**config.mk**
```make
export PLATFORM = sky130hd
export DESIGN_NAME = intel_iopll_reset_sequencer
export DESIGN_NICKNAME = d
export VERILOG_FILES = /design/src/rtl/intel_iopll_reset_sequencer.sv
export SDC_FILE = /design/constraint.sdc
export NUM_CORES = 1
export LEC_CHECK = 0
export CELL_PAD_IN_SITES_DETAIL_PLACEMENT = 1
export CELL_PAD_IN_SITES_GLOBAL_PLACEMENT = 2
export CORE_ASPECT_RATIO = 0.6
export CORE_MARGIN = 2
export CORE_UTILIZATION = 25
export CTS_CLUSTER_SIZE = 30
export DETAILED_ROUTE_END_ITERATION = 7
export PLACE_DENSITY = 0.63
export SYNTH_ARGS = -nofsm -noshare
export SYNTH_HDL_FRONTEND = slang
export SYNTH_SLANG_ARGS = --single-unit
```
**constraint.sdc**
```tcl
create_clock -name clk -period 2.95 [get_ports clk]
set_clock_uncertainty 0.2 [all_clocks]
set_input_delay 0.295 -clock clk [delete_from_list [all_inputs] [get_ports clk]]
set_output_delay 0.295 -clock clk [all_outputs]
set_load 0.01 [all_outputs]
```
**src/rtl/intel_iopll_reset_sequencer.sv**
```systemverilog
// IOPLL reset sequencer: pulses the PLL reset, waits for lock, qualifies it as
// stable, retries on timeout or lock loss, and reports lock health.
module intel_iopll_reset_sequencer #(
  parameter int RESET_HOLD_CYCLES   = 64,
  parameter int LOCK_TIMEOUT_CYCLES = 65536,
  parameter int LOCK_STABLE_CYCLES  = 1024,
  parameter int MAX_RETRIES         = 3
) (
  input  logic       clk,
  input  logic       reset_n,
  input  logic       pll_locked_in,
  input  logic       restart_req,
  output logic       pll_rst_out,
  output logic       reset_out,
  output logic       locked_out,
  output logic       lock_fail,
  output logic [7:0] lock_loss_count
);

  localparam int HOLD_W = $clog2(RESET_HOLD_CYCLES + 1);
  localparam int TMO_W  = $clog2(LOCK_TIMEOUT_CYCLES + 1);
  localparam int STB_W  = $clog2(LOCK_STABLE_CYCLES + 1);
  localparam int ATT_W  = (MAX_RETRIES > 0) ? $clog2(MAX_RETRIES + 1) : 1;

  localparam logic [HOLD_W-1:0] HOLD_LAST = HOLD_W'(RESET_HOLD_CYCLES - 1);
  localparam logic [TMO_W-1:0]  TMO_LAST  = TMO_W'(LOCK_TIMEOUT_CYCLES - 1);
  localparam logic [STB_W-1:0]  STB_LAST  = STB_W'(LOCK_STABLE_CYCLES - 1);
  localparam logic [ATT_W-1:0]  ATT_MAX   = ATT_W'(MAX_RETRIES);

  typedef enum logic [2:0] {
    S_RESET_PLL,
    S_WAIT_LOCK,
    S_STABILIZE,
    S_LOCKED,
    S_FAILED
  } state_t;

  state_t              r_state;
  logic [HOLD_W-1:0]   r_hold_cnt;
  logic [TMO_W-1:0]    r_tmo_cnt;
  logic [STB_W-1:0]    r_stb_cnt;
  logic [ATT_W-1:0]    r_att_cnt;
  logic [7:0]          r_loss_cnt;
  logic                r_lock_s1;
  logic                r_lock_s2;

  state_t              w_state_nxt;
  logic [HOLD_W-1:0]   w_hold_nxt;
  logic [TMO_W-1:0]    w_tmo_nxt;
  logic [STB_W-1:0]    w_stb_nxt;
  logic [ATT_W-1:0]    w_att_nxt;
  logic [7:0]          w_loss_nxt;

  function automatic logic [7:0] sat_inc8(input logic [7:0] val);
    return (val == 8'hFF) ? val : val + 8'd1;
  endfunction

  // Two-flop synchronizer for the asynchronous PLL locked signal
  always_ff @(posedge clk or negedge reset_n) begin
    if (!reset_n) begin
      r_lock_s1 <= 1'b0;
      r_lock_s2 <= 1'b0;
    end else begin
      r_lock_s1 <= pll_locked_in;
      r_lock_s2 <= r_lock_s1;
    end
  end

  always_ff @(posedge clk or negedge reset_n) begin
    if (!reset_n) begin
      r_state    <= S_RESET_PLL;
      r_hold_cnt <= '0;
      r_tmo_cnt  <= '0;
      r_stb_cnt  <= '0;
      r_att_cnt  <= '0;
      r_loss_cnt <= '0;
    end else begin
      r_state    <= w_state_nxt;
      r_hold_cnt <= w_hold_nxt;
      r_tmo_cnt  <= w_tmo_nxt;
      r_stb_cnt  <= w_stb_nxt;
      r_att_cnt  <= w_att_nxt;
      r_loss_cnt <= w_loss_nxt;
    end
  end

  // restart_req overrides every transition, including a lock loss in LOCKED
  always_comb begin
    w_state_nxt = r_state;
    w_hold_nxt  = r_hold_cnt;
    w_tmo_nxt   = r_tmo_cnt;
    w_stb_nxt   = r_stb_cnt;
    w_att_nxt   = r_att_cnt;
    w_loss_nxt  = r_loss_cnt;
    if (restart_req) begin
      w_state_nxt = S_RESET_PLL;
      w_hold_nxt  = '0;
      w_att_nxt   = '0;
    end else begin
      case (r_state)
        S_RESET_PLL: begin
          if (r_hold_cnt == HOLD_LAST) begin
            w_state_nxt = S_WAIT_LOCK;
            w_tmo_nxt   = '0;
          end else begin
            w_hold_nxt = r_hold_cnt + 1'b1;
          end
        end
        S_WAIT_LOCK: begin
          if (r_lock_s2) begin
            w_state_nxt = S_STABILIZE;
            w_stb_nxt   = '0;
          end else if (r_tmo_cnt == TMO_LAST) begin
            if (r_att_cnt < ATT_MAX) begin
              w_att_nxt   = r_att_cnt + 1'b1;
              w_state_nxt = S_RESET_PLL;
              w_hold_nxt  = '0;
            end else begin
              w_state_nxt = S_FAILED;
            end
          end else begin
            w_tmo_nxt = r_tmo_cnt + 1'b1;
          end
        end
        S_STABILIZE: begin
          if (!r_lock_s2) begin
            w_state_nxt = S_WAIT_LOCK;
            w_tmo_nxt   = '0;
          end else if (r_stb_cnt == STB_LAST) begin
            w_state_nxt = S_LOCKED;
            w_att_nxt   = '0;
          end else begin
            w_stb_nxt = r_stb_cnt + 1'b1;
          end
        end
        S_LOCKED: begin
          if (!r_lock_s2) begin
            w_state_nxt = S_RESET_PLL;
            w_hold_nxt  = '0;
            w_loss_nxt  = sat_inc8(r_loss_cnt);
          end
        end
        S_FAILED: begin
          w_state_nxt = S_FAILED;
        end
        default: begin
          w_state_nxt = S_RESET_PLL;
          w_hold_nxt  = '0;
        end
      endcase
    end
  end

  assign pll_rst_out     = (r_state == S_RESET_PLL);
  assign reset_out       = (r_state != S_LOCKED);
  assign locked_out      = (r_state == S_LOCKED);
  assign lock_fail       = (r_state == S_FAILED);
  assign lock_loss_count = r_loss_cnt;

endmodule

```
Word-level counts from Yosys, hierarchy flattened
Index checks and enable logic that the tools add are counted.

word-level totals
  input port bits = 4
  flip-flop bits (word level) = 50

cells by class
  reduce and logical (&&, ||, !) cells = 11
  add/subtract/negate cells = 5
  muxes and demuxes = 32
  equal/unequal tests = 27
  bitwise logic cells = 3
  $lt $le $gt $ge = 1

operator list
  cell                                                                number
  17-bit two-way mux                                                  4
  17-bit one-hot mux with 3 select lines                              1
  7-bit two-way mux                                                   6
  11-bit two-way mux                                                  3
  7-bit one-hot mux with 4 select lines                               1
  3-bit two-way mux                                                   8
  11-bit one-hot mux with 2 select lines                              1
  3-bit != test (second input constant)                               7
  6-bit AND reduction                                                 3
  17-bit by 1-bit adder with 17-bit output (second input constant)    1
  17-bit by 16-bit == test with 1-bit output (second input constant)  1
  3-bit one-hot mux with 5 select lines                               1
  2-bit two-way mux                                                   6
  2-bit != test (second input constant)                               6
  11-bit by 1-bit adder with 11-bit output (second input constant)    1
  11-bit by 10-bit == test with 1-bit output (second input constant)  1
  8-bit by 1-bit adder with 8-bit output (second input constant)      1
  8-bit == test (second input constant)                               1
  4-bit != test (second input constant)                               2
  4-bit AND reduction                                                 2
  7-bit by 1-bit adder with 7-bit output (second input constant)      1
  7-bit by 6-bit == test with 1-bit output (second input constant)    1
  3-bit by 2-bit == test with 1-bit output (second input constant)    2
  3-bit by 2-bit != test with 1-bit output (second input constant)    2
  other kinds (12)                                                    16

Depth between registers and ports, before layout
Gate-level depths: netlist (run 1).

  word-level depth = 6
  depth in mapped cells = 11
  depth with buffers taken out = 10

Worst setup path after synthesis (run 1)
No wires, ideal clock.

  path kind = register to register
  start = register r_tmo_cnt[0]
  end = register r_tmo_cnt[13]
  period minus slack after synthesis = 2492 ps
  slack = 458 ps
  library setup time = 78 ps
  arrival = 2214 ps
  data required time = 2672 ps
  stages on the path, launching flop included = 11
  cells stage by stage = dfrtp_1 -> ha_1 -> nand4_1 -> nor3_1 -> and3_1 -> ha_1 -> nor3_1 -> nand2_2 -> nor3_1 -> a41oi_1 -> a21oi_1

on the way
  word-level cells in the longest chain between the ends = 4
  elaborated cells on any way between the ends = 7
  classes of those cells = 1 x add/sub; 2 x eq/ne; 3 x mux; 1 x reduce/logical

RTL lines
  item                                      RTL line  text
  start, declared                           40        logic [TMO_W-1:0] r_tmo_cnt;
  start signal, assigned                    80        r_tmo_cnt <= w_tmo_nxt;
  17-bit by 1-bit adder with 17-bit output  122       w_tmo_nxt = r_tmo_cnt + 1'b1;
  17-bit two-way mux                        113       end else if (r_tmo_cnt == TMO_LAST) begin
  17-bit two-way mux                        110       if (r_lock_s2) begin
  17-bit one-hot mux with 3 select lines    100       case (r_state)

Several ways; a longest one is shown, not always the timed one. The select of a mux whose other input is x is not followed.
A chain may end at the register's enable or synchronous reset.

Worst setup path after layout (run 1)
  start = register r_tmo_cnt[0]
  end = register r_att_cnt[1]

on the way
  word-level cells in the longest chain between the ends = 3

RTL lines
  item                                        RTL line  text
  17-bit by 16-bit == test with 1-bit output  113
  3-bit != test (no line)                     -
  6-bit AND reduction (no line)               -
  end signal, assigned                        82        r_att_cnt <= w_att_nxt;
  end, declared                               42        logic [ATT_W-1:0] r_att_cnt;

No other way between the ends.

==> results of run 1 <==
==> power by group through the flow <==
stage / Clock, mW / Combinational (mW) / Sequential, mW
5_1_grt: 0.726 / 0.0956 / 0.754
6_report: 0.665 / 0.0802 / 0.749
4_1_cts: 0.686 / 0.0822 / 0.749
3_3_place_gp: 0 / 0.0792 / 0.760
2_1_floorplan: 0 / 0.0500 / 0.751
3_5_place_dp: 0 / 0.0812 / 0.762
==> state kept, by name, indices dropped and copies added (netlist names) <==
signal           flops
lock_loss_count      8
r_lock_s1            1
r_att_cnt            2
r_hold_cnt           7
r_tmo_cnt           17
r_state              3
r_lock_s2            1
r_stb_cnt           11
==> through the flow <==
step	hold slack (ps)	utilization, %
6_report	154	30.9
5_1_grt	172	30.9
4_1_cts	157	30.9
3_5_place_dp	129	29.3
3_3_place_gp	134	29.3
2_1_floorplan	-201	-
==> critical path, cell delays in order, from the launching register on <==
cell      delay, ps
dfrtp_1         390
ha_1            220
nand4_1         140
nor3_1          340
and3_1          210
ha_1            200
nand2b_1         90
nor2_1          140
nand2_1          80
a221o_1         320
a32o_2          270
==> Yosys cell counts, types with 3 or more instances <==
| library cell | number |
|---|---|
| o31ai_1 | 6 |
| and3_1 | 6 |
| o21ai_0 | 23 |
| inv_1 | 11 |
| a31oi_1 | 6 |
| nand4_1 | 12 |
| nor3_1 | 9 |
| nand2b_1 | 3 |
| nor3b_1 | 3 |
| nor4_1 | 3 |
| and2_1 | 5 |
| nand3_1 | 13 |
| nand2_1 | 26 |
| dfrtp_1 | 50 |
| xnor2_1 | 10 |
| clkbuf_1 | 6 |
| nor2_1 | 24 |
| buf_2 | 5 |
| a41oi_1 | 4 |
| a21oi_1 | 20 |
| ha_1 | 6 |
| nor2b_1 | 4 |
==> cell families after synthesis <==
| kind of cell | Yosys count | share of synthesized area (%) |
|---|---|---|
| buffers and inverters | 22 | 3.26 |
| DFF | 50 | 46.0 |
| and+or+nand+nor | 126 | 25.4 |
| xor gates and xnor gates | 12 | 3.86 |
| muxes | 3 | 1.19 |
| AOI/OAI and AO/OA | 74 | 17.6 |
| adders and majority gates | 6 | 2.76 |
==> worst paths after layout <==
| path | startpoint | end | cells past startpoint |
|---|---|---|---|
| max | r_tmo_cnt[0] | r_att_cnt[1] | 10 |
| min | r_lock_s1 | r_lock_s2 | 0 |
| max reg2reg | r_tmo_cnt[0] | r_att_cnt[1] | 10 |
| min reg2reg | r_lock_s1 | r_lock_s2 | 0 |
| max in group asynchronous | reset_n | r_tmo_cnt[15] | 3 |
| min in group asynchronous | reset_n | r_stb_cnt[9] | 2 |
==> per-layer routing <==
| metal | routed length [µm] | vias to the layer above | part of all wire [%] |
|---|---|---|---|
| met2 | 2800 | 24 | 37 |
| li1 | - | 1131 | - |
| met5 | 0 | - | 0 |
| met3 | 200 | 7 | 2.7 |
| met1 | 4460 | 1112 | 59 |
| met4 | 78 | 0 | 1.0 |
==> cell type report <==
type	instances	area [µm²]
timing repair buffer	30	260
inverter	11	41.3
sequential	50	1250
clock buffer	7	133
fill	1226	7320
multi-input combinational	221	1380
clock inverter	1	30.0
tap	139	174
==> timing repair <==
item                                    CTS  global route
endpoints found under the setup margin    0            17
hold buffers                              1             0
gates resized for setup                   0             1
hold endpoints to repair                 21             0
==> results.md, run 1 <==
- Yosys cell types: 52
- Mapped cell area: 2720 µm²
- Flop-to-flop setup slack: 260 ps
- Main area contributors after synthesis: dfrtp_1 46%, o21ai_0 4.2%, a21oi_1 3.7%
- Postcts setup bufs: 0
- GR Util met1: 22.4%
- Internal power: 1.15 mW
- Per-cell routed wire length: 16.4 µm
- Share of layout cells above drive strength 1: 11.6%
- Post-synth EDFFs: 0
- Crit path launch type: flip-flop
- Inst Count DP: 450
- Worst Path Required: 2940 ps
- DR pass1 iterations: 4
- Most frequent cells in the layout: 50 x dfrtp_1, 26 x nand2_1, 24 x nor2_1
- Placed cell area: 3100 µm²
- Period utilization: 91.2%
- Setup TNS Final: 0 ps
- Critical path class: reg -> reg
- Commonest non-fill, non-tap cell in the layout: dfrtp_1
- Starting DRT DRC Count: 76
- Final Wtd Congestion: 0.735
- Die area: 11800 µm²
- Clk buf depth: 2
- HPWL Detailed: 5620 µm
- H-tree levels: 2
- Static leakage: 1.36 nW
- GRT Total Usage: 13.7%
- Top FF cell, synth: dfrtp_1
- Post-Syn Nets: 303
- Final #Nets: 329
- Busiest grt layer: met1
- GR Overflow Total: 0
- Vias: 2274
- Syn Area/Cell: 9.29 µm²
- Non-filler cells, final: 459
- Final setup vio count: 0
- Initial antenna violation count: 0
- Pins Over Slew Limit: 0
- Vias in the first global route: 2292
- CTS Buf Count: 5
- Flops & latches, synth: 50
- Place WS: 84.9 ps
- RSZ-0062 raised after global routing: false
- Worst vdd ir: 0.207 mV
- Layout area overhead: 20.2%
- Crit path DAT: 2680 ps
- Final wirelength: 7540 µm
- Final hold viol count: 0
- Design Power: 1.49 mW
- Clock power frac: 44.5%
- Fin area: 3270 µm²
- Seq pwr share: 50.1%
- Met2 Use GR: 17.5%
- Syn Inst Count: 293
- CTS tree: done
- Starting density of the core: 25.7%
- Hold Path Class: reg -> reg
- Final Critical Period: 2690 ps
- IO buf count: 15
- Die extent in y: 84.8 µm
- Max Cap Viol: 0
- Async SR Flop Fraction: 100%
- Syn. warnings: 0
- Clk Latency, worst-skew pair: 290 ps
- # IOs: 16
- Clock slew seen by the registers of the worst setup and hold paths: 70 ps
- Worst-Margin Slew: 566 ps
- Via/cell ratio: 4.95
- PD cells: 456 nW/µm²
- Met3 Resource Use GR: 3.39%
- Final WS setup: 260 ps
- Critical Path End Type: flip-flop
- DRC viols: 0
- Sw Share: 23.2%
- Core area: 10600 µm²
- Clock root buffer: clkbuf_16
- Net load switching power: 0.346 mW
- Total clock sinks: 50
- Top cell type's share of synthesized area: 46.0%
- Pin count of the biggest net entering global routing: 24
- Register area share after synthesis: 46.0%
- Die width: 139 µm
- Num rows: 29
- Status: completed
- Post-DRT Antenna Nets: 0
- Antenna Cells: 0
- Comb pwr share: 5.4%
- Slew margin rel.: 62.2%
- Fmax: 372 MHz
- Worst-path fanout max: 4
- First-pass GRT wire length: 12900 µm
- Yosys top cell by area: dfrtp_1
(Power assumes the default switching activity.)
==> inputs of run 2 (changes only) <==
--- a/config.mk
+++ b/config.mk
@@ -5,6 +5,7 @@
 export SDC_FILE = /design/constraint.sdc
 export NUM_CORES = 1
 export LEC_CHECK = 0
+export CAP_MARGIN = 20
 export CELL_PAD_IN_SITES_DETAIL_PLACEMENT = 1
 export CELL_PAD_IN_SITES_GLOBAL_PLACEMENT = 2
 export CORE_ASPECT_RATIO = 0.6
==> results of run 2 <==
The final DEF is identical to that of run 1; final timing and power are the same.
